<file path="src/rtl/sync_level_fifo_if.sv">
// Handshake and status bundle for sync_level_fifo.
// slave = FIFO side, master = producer/consumer side.
interface sync_level_fifo_if #(
   parameter int unsigned DATA_WIDTH    = 8,
   parameter int unsigned ADDRESS_WIDTH = 4
);
   logic                   Clear_in;
   logic [DATA_WIDTH-1:0]  Data_in;
   logic                   WriteEn_in;
   logic                   Full_out;
   logic                   AlmostFull_out;
   logic                   ReadEn_in;
   logic [DATA_WIDTH-1:0]  Data_out;
   logic                   Empty_out;
   logic                   AlmostEmpty_out;
   logic [ADDRESS_WIDTH:0] Level_out;
   logic                   Overflow_out;
   logic                   Underflow_out;

   modport slave (
      input  Clear_in, Data_in, WriteEn_in, ReadEn_in,
      output Full_out, AlmostFull_out, Data_out, Empty_out, AlmostEmpty_out, Level_out,
      output Overflow_out, Underflow_out
   );

   modport master (
      output Clear_in, Data_in, WriteEn_in, ReadEn_in,
      input  Full_out, AlmostFull_out, Data_out, Empty_out, AlmostEmpty_out, Level_out,
      input  Overflow_out, Underflow_out
   );
endinterface

</file>
<file path="src/rtl/sync_level_fifo.sv">
// Single-clock FIFO with registered level and threshold flags.
// Define SYNC_LEVEL_FIFO_ERRFLAGS_EN to build sticky overflow/underflow flags.
module sync_level_fifo #(
   parameter int unsigned DATA_WIDTH         = 8,
   parameter int unsigned ADDRESS_WIDTH      = 4,
   parameter int unsigned ALMOST_FULL_LEVEL  = (1 << ADDRESS_WIDTH) - 2,
   parameter int unsigned ALMOST_EMPTY_LEVEL = 2
) (
   input  logic               Clk,
   input  logic               Rst_n,
   sync_level_fifo_if.slave   bus
);
   localparam int unsigned FIFO_DEPTH = 1 << ADDRESS_WIDTH;
   localparam int unsigned LVL_W      = ADDRESS_WIDTH + 1;
   localparam logic [ADDRESS_WIDTH:0] DEPTH_LVL = LVL_W'(FIFO_DEPTH);
   localparam logic [ADDRESS_WIDTH:0] AF_LVL    = LVL_W'(ALMOST_FULL_LEVEL);
   localparam logic [ADDRESS_WIDTH:0] AE_LVL    = LVL_W'(ALMOST_EMPTY_LEVEL);

   logic [DATA_WIDTH-1:0]    mem_q [FIFO_DEPTH];
   logic [ADDRESS_WIDTH-1:0] wr_ptr_q, wr_ptr_d;
   logic [ADDRESS_WIDTH-1:0] rd_ptr_q, rd_ptr_d;
   logic [ADDRESS_WIDTH:0]   level_q, level_d;
   logic [DATA_WIDTH-1:0]    dout_q, dout_d;
   logic                     full_q, full_d;
   logic                     empty_q, empty_d;
   logic                     afull_q, afull_d;
   logic                     aempty_q, aempty_d;
   logic                     wr_acc, rd_acc;

   // Clear blocks both accepts; a write into a full FIFO only lands if a read frees a slot.
   always_comb begin
      rd_acc = bus.ReadEn_in & ~empty_q & ~bus.Clear_in;
      wr_acc = bus.WriteEn_in & (~full_q | rd_acc) & ~bus.Clear_in;
   end

   always_comb begin
      wr_ptr_d = wr_ptr_q;
      rd_ptr_d = rd_ptr_q;
      level_d  = level_q;
      dout_d   = dout_q;
      if (bus.Clear_in) begin
         wr_ptr_d = '0;
         rd_ptr_d = '0;
         level_d  = '0;
      end else begin
         if (wr_acc) begin
            wr_ptr_d = wr_ptr_q + 1'b1;
         end
         if (rd_acc) begin
            rd_ptr_d = rd_ptr_q + 1'b1;
            dout_d   = mem_q[rd_ptr_q];
         end
         level_d = level_q + {{ADDRESS_WIDTH{1'b0}}, wr_acc} - {{ADDRESS_WIDTH{1'b0}}, rd_acc};
      end
      full_d   = (level_d == DEPTH_LVL);
      empty_d  = (level_d == '0);
      afull_d  = (level_d >= AF_LVL);
      aempty_d = (level_d <= AE_LVL);
   end

   always_ff @(posedge Clk or negedge Rst_n) begin
      if (!Rst_n) begin
         wr_ptr_q <= '0;
         rd_ptr_q <= '0;
         level_q  <= '0;
         dout_q   <= '0;
         full_q   <= 1'b0;
         empty_q  <= 1'b1;
         afull_q  <= 1'b0;
         aempty_q <= 1'b1;
      end else begin
         wr_ptr_q <= wr_ptr_d;
         rd_ptr_q <= rd_ptr_d;
         level_q  <= level_d;
         dout_q   <= dout_d;
         full_q   <= full_d;
         empty_q  <= empty_d;
         afull_q  <= afull_d;
         aempty_q <= aempty_d;
      end
   end

   // Storage is deliberately unreset; reads are gated by the empty flag.
   always_ff @(posedge Clk) begin
      if (wr_acc) begin
         mem_q[wr_ptr_q] <= bus.Data_in;
      end
   end

   assign bus.Level_out       = level_q;
   assign bus.Data_out        = dout_q;
   assign bus.Full_out        = full_q;
   assign bus.Empty_out       = empty_q;
   assign bus.AlmostFull_out  = afull_q;
   assign bus.AlmostEmpty_out = aempty_q;

`ifdef SYNC_LEVEL_FIFO_ERRFLAGS_EN
   logic ovf_q, ovf_d;
   logic unf_q, unf_d;

   always_comb begin
      ovf_d = ovf_q | (bus.WriteEn_in & full_q & ~rd_acc);
      unf_d = unf_q | (bus.ReadEn_in & empty_q);
      if (bus.Clear_in) begin
         ovf_d = 1'b0;
         unf_d = 1'b0;
      end
   end

   always_ff @(posedge Clk or negedge Rst_n) begin
      if (!Rst_n) begin
         ovf_q <= 1'b0;
         unf_q <= 1'b0;
      end else begin
         ovf_q <= ovf_d;
         unf_q <= unf_d;
      end
   end

   assign bus.Overflow_out  = ovf_q;
   assign bus.Underflow_out = unf_q;
`else
   assign bus.Overflow_out  = 1'b0;
   assign bus.Underflow_out = 1'b0;
`endif
endmodule

</file>
<file path="src/flat_wrapper.sv">
// flat-port wrapper written by rule: the top's interface ports become plain ports
module sync_level_fifo_flat 
#(
   parameter int unsigned DATA_WIDTH         = 8,
   parameter int unsigned ADDRESS_WIDTH      = 4,
   parameter int unsigned ALMOST_FULL_LEVEL  = (1 << ADDRESS_WIDTH) - 2,
   parameter int unsigned ALMOST_EMPTY_LEVEL = 2
)
  (Clk, Rst_n, bus_Clear_in, bus_Data_in, bus_WriteEn_in, bus_ReadEn_in, bus_Full_out, bus_AlmostFull_out, bus_Data_out, bus_Empty_out, bus_AlmostEmpty_out, bus_Level_out, bus_Overflow_out, bus_Underflow_out);
  sync_level_fifo_if #(.DATA_WIDTH(DATA_WIDTH), .ADDRESS_WIDTH(ADDRESS_WIDTH)) bus_i ();
  input  logic Clk;
  input  logic Rst_n;
  input wire logic [$bits(bus_i.Clear_in)-1:0] bus_Clear_in;
  input wire logic [$bits(bus_i.Data_in)-1:0] bus_Data_in;
  input wire logic [$bits(bus_i.WriteEn_in)-1:0] bus_WriteEn_in;
  input wire logic [$bits(bus_i.ReadEn_in)-1:0] bus_ReadEn_in;
  output wire logic [$bits(bus_i.Full_out)-1:0] bus_Full_out;
  output wire logic [$bits(bus_i.AlmostFull_out)-1:0] bus_AlmostFull_out;
  output wire logic [$bits(bus_i.Data_out)-1:0] bus_Data_out;
  output wire logic [$bits(bus_i.Empty_out)-1:0] bus_Empty_out;
  output wire logic [$bits(bus_i.AlmostEmpty_out)-1:0] bus_AlmostEmpty_out;
  output wire logic [$bits(bus_i.Level_out)-1:0] bus_Level_out;
  output wire logic [$bits(bus_i.Overflow_out)-1:0] bus_Overflow_out;
  output wire logic [$bits(bus_i.Underflow_out)-1:0] bus_Underflow_out;
  assign bus_i.Clear_in = bus_Clear_in;
  assign bus_i.Data_in = bus_Data_in;
  assign bus_i.WriteEn_in = bus_WriteEn_in;
  assign bus_i.ReadEn_in = bus_ReadEn_in;
  assign bus_Full_out = bus_i.Full_out;
  assign bus_AlmostFull_out = bus_i.AlmostFull_out;
  assign bus_Data_out = bus_i.Data_out;
  assign bus_Empty_out = bus_i.Empty_out;
  assign bus_AlmostEmpty_out = bus_i.AlmostEmpty_out;
  assign bus_Level_out = bus_i.Level_out;
  assign bus_Overflow_out = bus_i.Overflow_out;
  assign bus_Underflow_out = bus_i.Underflow_out;
  sync_level_fifo #(.DATA_WIDTH(DATA_WIDTH), .ADDRESS_WIDTH(ADDRESS_WIDTH), .ALMOST_FULL_LEVEL(ALMOST_FULL_LEVEL), .ALMOST_EMPTY_LEVEL(ALMOST_EMPTY_LEVEL)) u_core (.Clk(Clk), .Rst_n(Rst_n), .bus(bus_i));
endmodule
</file>
<file path="config.mk">
export PLATFORM = sky130hd
export DESIGN_NAME = sync_level_fifo_flat
export DESIGN_NICKNAME = d
export VERILOG_FILES = /design/src/rtl/sync_level_fifo_if.sv /design/src/rtl/sync_level_fifo.sv /design/src/flat_wrapper.sv
export SDC_FILE = /design/constraint.sdc
export NUM_CORES = 1
export LEC_CHECK = 0
export ABC_AREA = 1
export BUFFER_PORTS_ARGS = -buffer_cell sky130_fd_sc_hd__buf_2
export CORE_MARGIN = 2
export CORE_UTILIZATION = 50
export CTS_CLUSTER_SIZE = 24
export DETAILED_ROUTE_END_ITERATION = 6
export PLACE_DENSITY = 0.79
export SLEW_MARGIN = 20
export SYNTH_ARGS = -nofsm -noshare
export SYNTH_HDL_FRONTEND = slang
export SYNTH_SLANG_ARGS = --single-unit
</file>
<file path="constraint.sdc">
create_clock -name Clk -period 2.9 [get_ports Clk]
set_input_delay 0.58 -clock Clk [delete_from_list [all_inputs] [get_ports Clk]]
set_output_delay 0.58 -clock Clk [all_outputs]
set_load 0.01 [all_outputs]
</file>
==> reports/metrics.cfg <==
[pwr]
p_leak_nw=3.037
vdd.ir_drop.worst_mv=0.5313
powerDensity_mw_per_mm2=810.8

[clocking]
cts_resized=0
cts-root-buf=clkbuf_16
post_cts_buffers=0
clock_sink_count=153
h-tree-depth=4
cts_tree=done
cts_made_buffers=17
hold_buffers=0
clk_path_buf_depth=2
clock_latency_ps=420
clk_pin_slew_worst_paths_ps=70

[layout]
final_util_pct=58.88
area_growth_syn_to_layout_pct=14.63
nNetsFinal=654
diodes=0
drive_gt1_share_pct=15.40

[setup_path]
reg2reg_from=u_core.bus.Empty_out$_DFF_PN1_
critPathLaunchType=flip-flop
crit_path_end_kind=flip-flop
r2r_cells=14
crit_required_ps=3220
cp_max_fo=5
crit_type=reg2reg
crit_arrival_ps=2870
worst_r2r_endpoint=u_core.bus.AlmostFull_out$_DFF_PN0_
regToRegSetupSlack_ps=350

[synth]
ys_seq_area_share_pct=68.70
mappedNetlistArea_mm2=0.006509
synth.distinct_cells=26
ys_ff_latch=153
yosys.area_share.simple_pct=23.09
synth-xor-area-share_pct=0.1346
netlist.area_leader.share_pct=59.05
yosys.area.top_type=edfxtp_1
muxShareOfSynthArea_pct=0
synth_top_family_by_area=simple AND/OR/NAND/NOR gates
synth_compound_area_share_pct=2.076
synth_fa_ha_area_share_pct=2.230
yosysWarningCount=0
synthTopCellsByArea=edfxtp_1 (59%), nand2_1 (12%), dfrtp_1 (8.8%)
postSynthCellCount=590
syn_area_per_cell_um2=11.03

[global_route]
grt_pass1_vias=4378
antenna_found_initial=0
grt_start_max_net_pins=66
grt_usage_pct=21.89
grt_pass1_wl_um=22960
globalRouteOverflowTotal=0

[die]
fp.dieW_um=118.1
ios=32
core-area_mm2=0.01267
core.rowCount=41
initial_core_util_pct=51.37
die-area_mm2=0.01395
die_h_um=118.1

[sta]
hold_viol_final=0
fin_skew_ps=9.560
min_period_over_period_pct=87.79
rsz0062_at_grt=false
tns_ps=0
final-setup-viol-count=0
period_minus_slack_ps=2546
tightest_slew_ps=700.1
maxSlewHeadroom_pct=53.08
slew_viol_final=0
fmax_ghz=0.3928

[detailed_routing]
final_antenna_net_count=0
via_per_inst=5.550
wl_per_cell_um=18.26
drt_iter0_drc=564
route.final.wire_length_um=14880
vias=4523
dr.pass1.iters=5
drc_errors=0

[hold_path]
hold_path.class=in2async

[flow_run]
drv_cap=0

[outcome]
status=completed

[placement]
dp_hpwl_um=9320
place_congestion=0.9153
port_buffers=29

## cell type report
cell class	count	area [µm²]
clock buffers	17	425.4
clock inverters	15	163.9
fillers	965	5210
inverters	27	106.4
multi-input cells	386	1799
flip-flops and latches	153	4473
well taps	172	215.2
repair buffers	45	277.8
## routing by layer
| metal | part of all wire [%] | vias to the layer above | global-route usage [%] | routed length (µm) |
|---|---|---|---|---|
| met5 | 0 | - | 0 | 0 |
| met3 | 9.3 | 30 | 5.233 | 1386 |
| met4 | 1.6 | 0 | 6.401 | 236 |
| met1 | 38 | 2173 | 26.95 | 5588 |
| met2 | 52 | 244 | 38.33 | 7667 |
| li1 | - | 2076 | - | - |
## flip-flops by register name (all words and copies together), names as in the netlist
signal / count
u_core.bus.Empty_out: 1
u_core.bus.AlmostEmpty_out: 1
u_core.bus.Level_out: 5
u_core.bus.Full_out: 1
u_core.mem_q: 128
u_core.rd_ptr_q: 4
u_core.bus.AlmostFull_out: 1
u_core.bus.Data_out: 8
u_core.wr_ptr_q: 4
## synth_stat cells
master and n:
nor3_2 5, conb_1 1, inv_2 3, dfrtp_1 23
fa_1 1, buf_4 7, xnor2_1 1, nand2_1 215
nor2_4 1, nand4_1 1, o21ai_0 9, nand3_1 80
a21oi_1 18, dfstp_2 2, nand3_4 1, inv_1 22
buf_2 12, nand2_4 4, edfxtp_1 128, inv_4 2
nand2_2 1, nor3_1 3, nor2_1 33, nor2_8 1
ha_1 10, clkbuf_1 6
## how the worst max path moves through the flow
stage                              startpoint                             endpoint  slack, ps
2_1_floorplan  u_core.bus.Empty_out$_DFF_PN1_        u_core.bus.Full_out$_DFF_PN0_        560
3_3_place_gp                     bus_Clear_in        u_core.bus.Full_out$_DFF_PN0_        270
3_5_place_dp                     bus_Clear_in        u_core.bus.Full_out$_DFF_PN0_        120
4_1_cts        u_core.bus.Empty_out$_DFF_PN1_        u_core.bus.Full_out$_DFF_PN0_        410
5_1_grt        u_core.bus.Empty_out$_DFF_PN1_        u_core.bus.Full_out$_DFF_PN0_        160
6_report       u_core.bus.Empty_out$_DFF_PN1_  u_core.bus.AlmostFull_out$_DFF_PN0_        350
## through the flow
stage	worst slack (ps)	std cells	area, µm²	hold WS, ps	power, mW
6_report	354.1	815	7461	145.1	6.049
5_1_grt	159.9	815	7461	192.5	6.286
4_1_cts	405.1	815	7461	168.7	6.046
3_5_place_dp	119.2	783	6872	463.9	3.864
3_3_place_gp	271.5	783	6872	458.8	3.801
2_1_floorplan	556.2	591	6513	284.4	3.446
## kinds of logic after synthesis
logic type	Yosys count
xor+xnor	1
other cells	1
compound gates	27
simple gates	345
buf+inv	52
fa+ha+maj	11
flops	153
## report_power, final
group | internal [mW] | switching, mW
clock | 1.28 | 0.907
combinational | 0.390 | 0.839
sequential | 2.53 | 0.0957
## placed cells by master (no fill, tap or decap), drive strengths merged
cell type and instances:
ha 10, dfstp 2, inv 34, nor2 35, a21oi 18, o21ai 9
clkinv 2, fa 1, edfxtp 128, nor3 8, bufinv 2, conb 2
nand3 81, xnor2 1, nand4 1, clkinvlp 4, clkbuf 17, dfrtp 23
nand2 220, buf 45
## worst max-delay path: stages (launching register included)
cell,delay (ps)
dfstp_2,540
inv_1,70
nand3_4,110
inv_2,50
ha_1,260
inv_1,40
ha_1,220
fa_1,410
nand3_1,130
nand2_1,80
nand2_1,70
nand2_1,50
nor2_1,220
inv_1,90
o21ai_0,110
(Power assumes the default switching activity.)
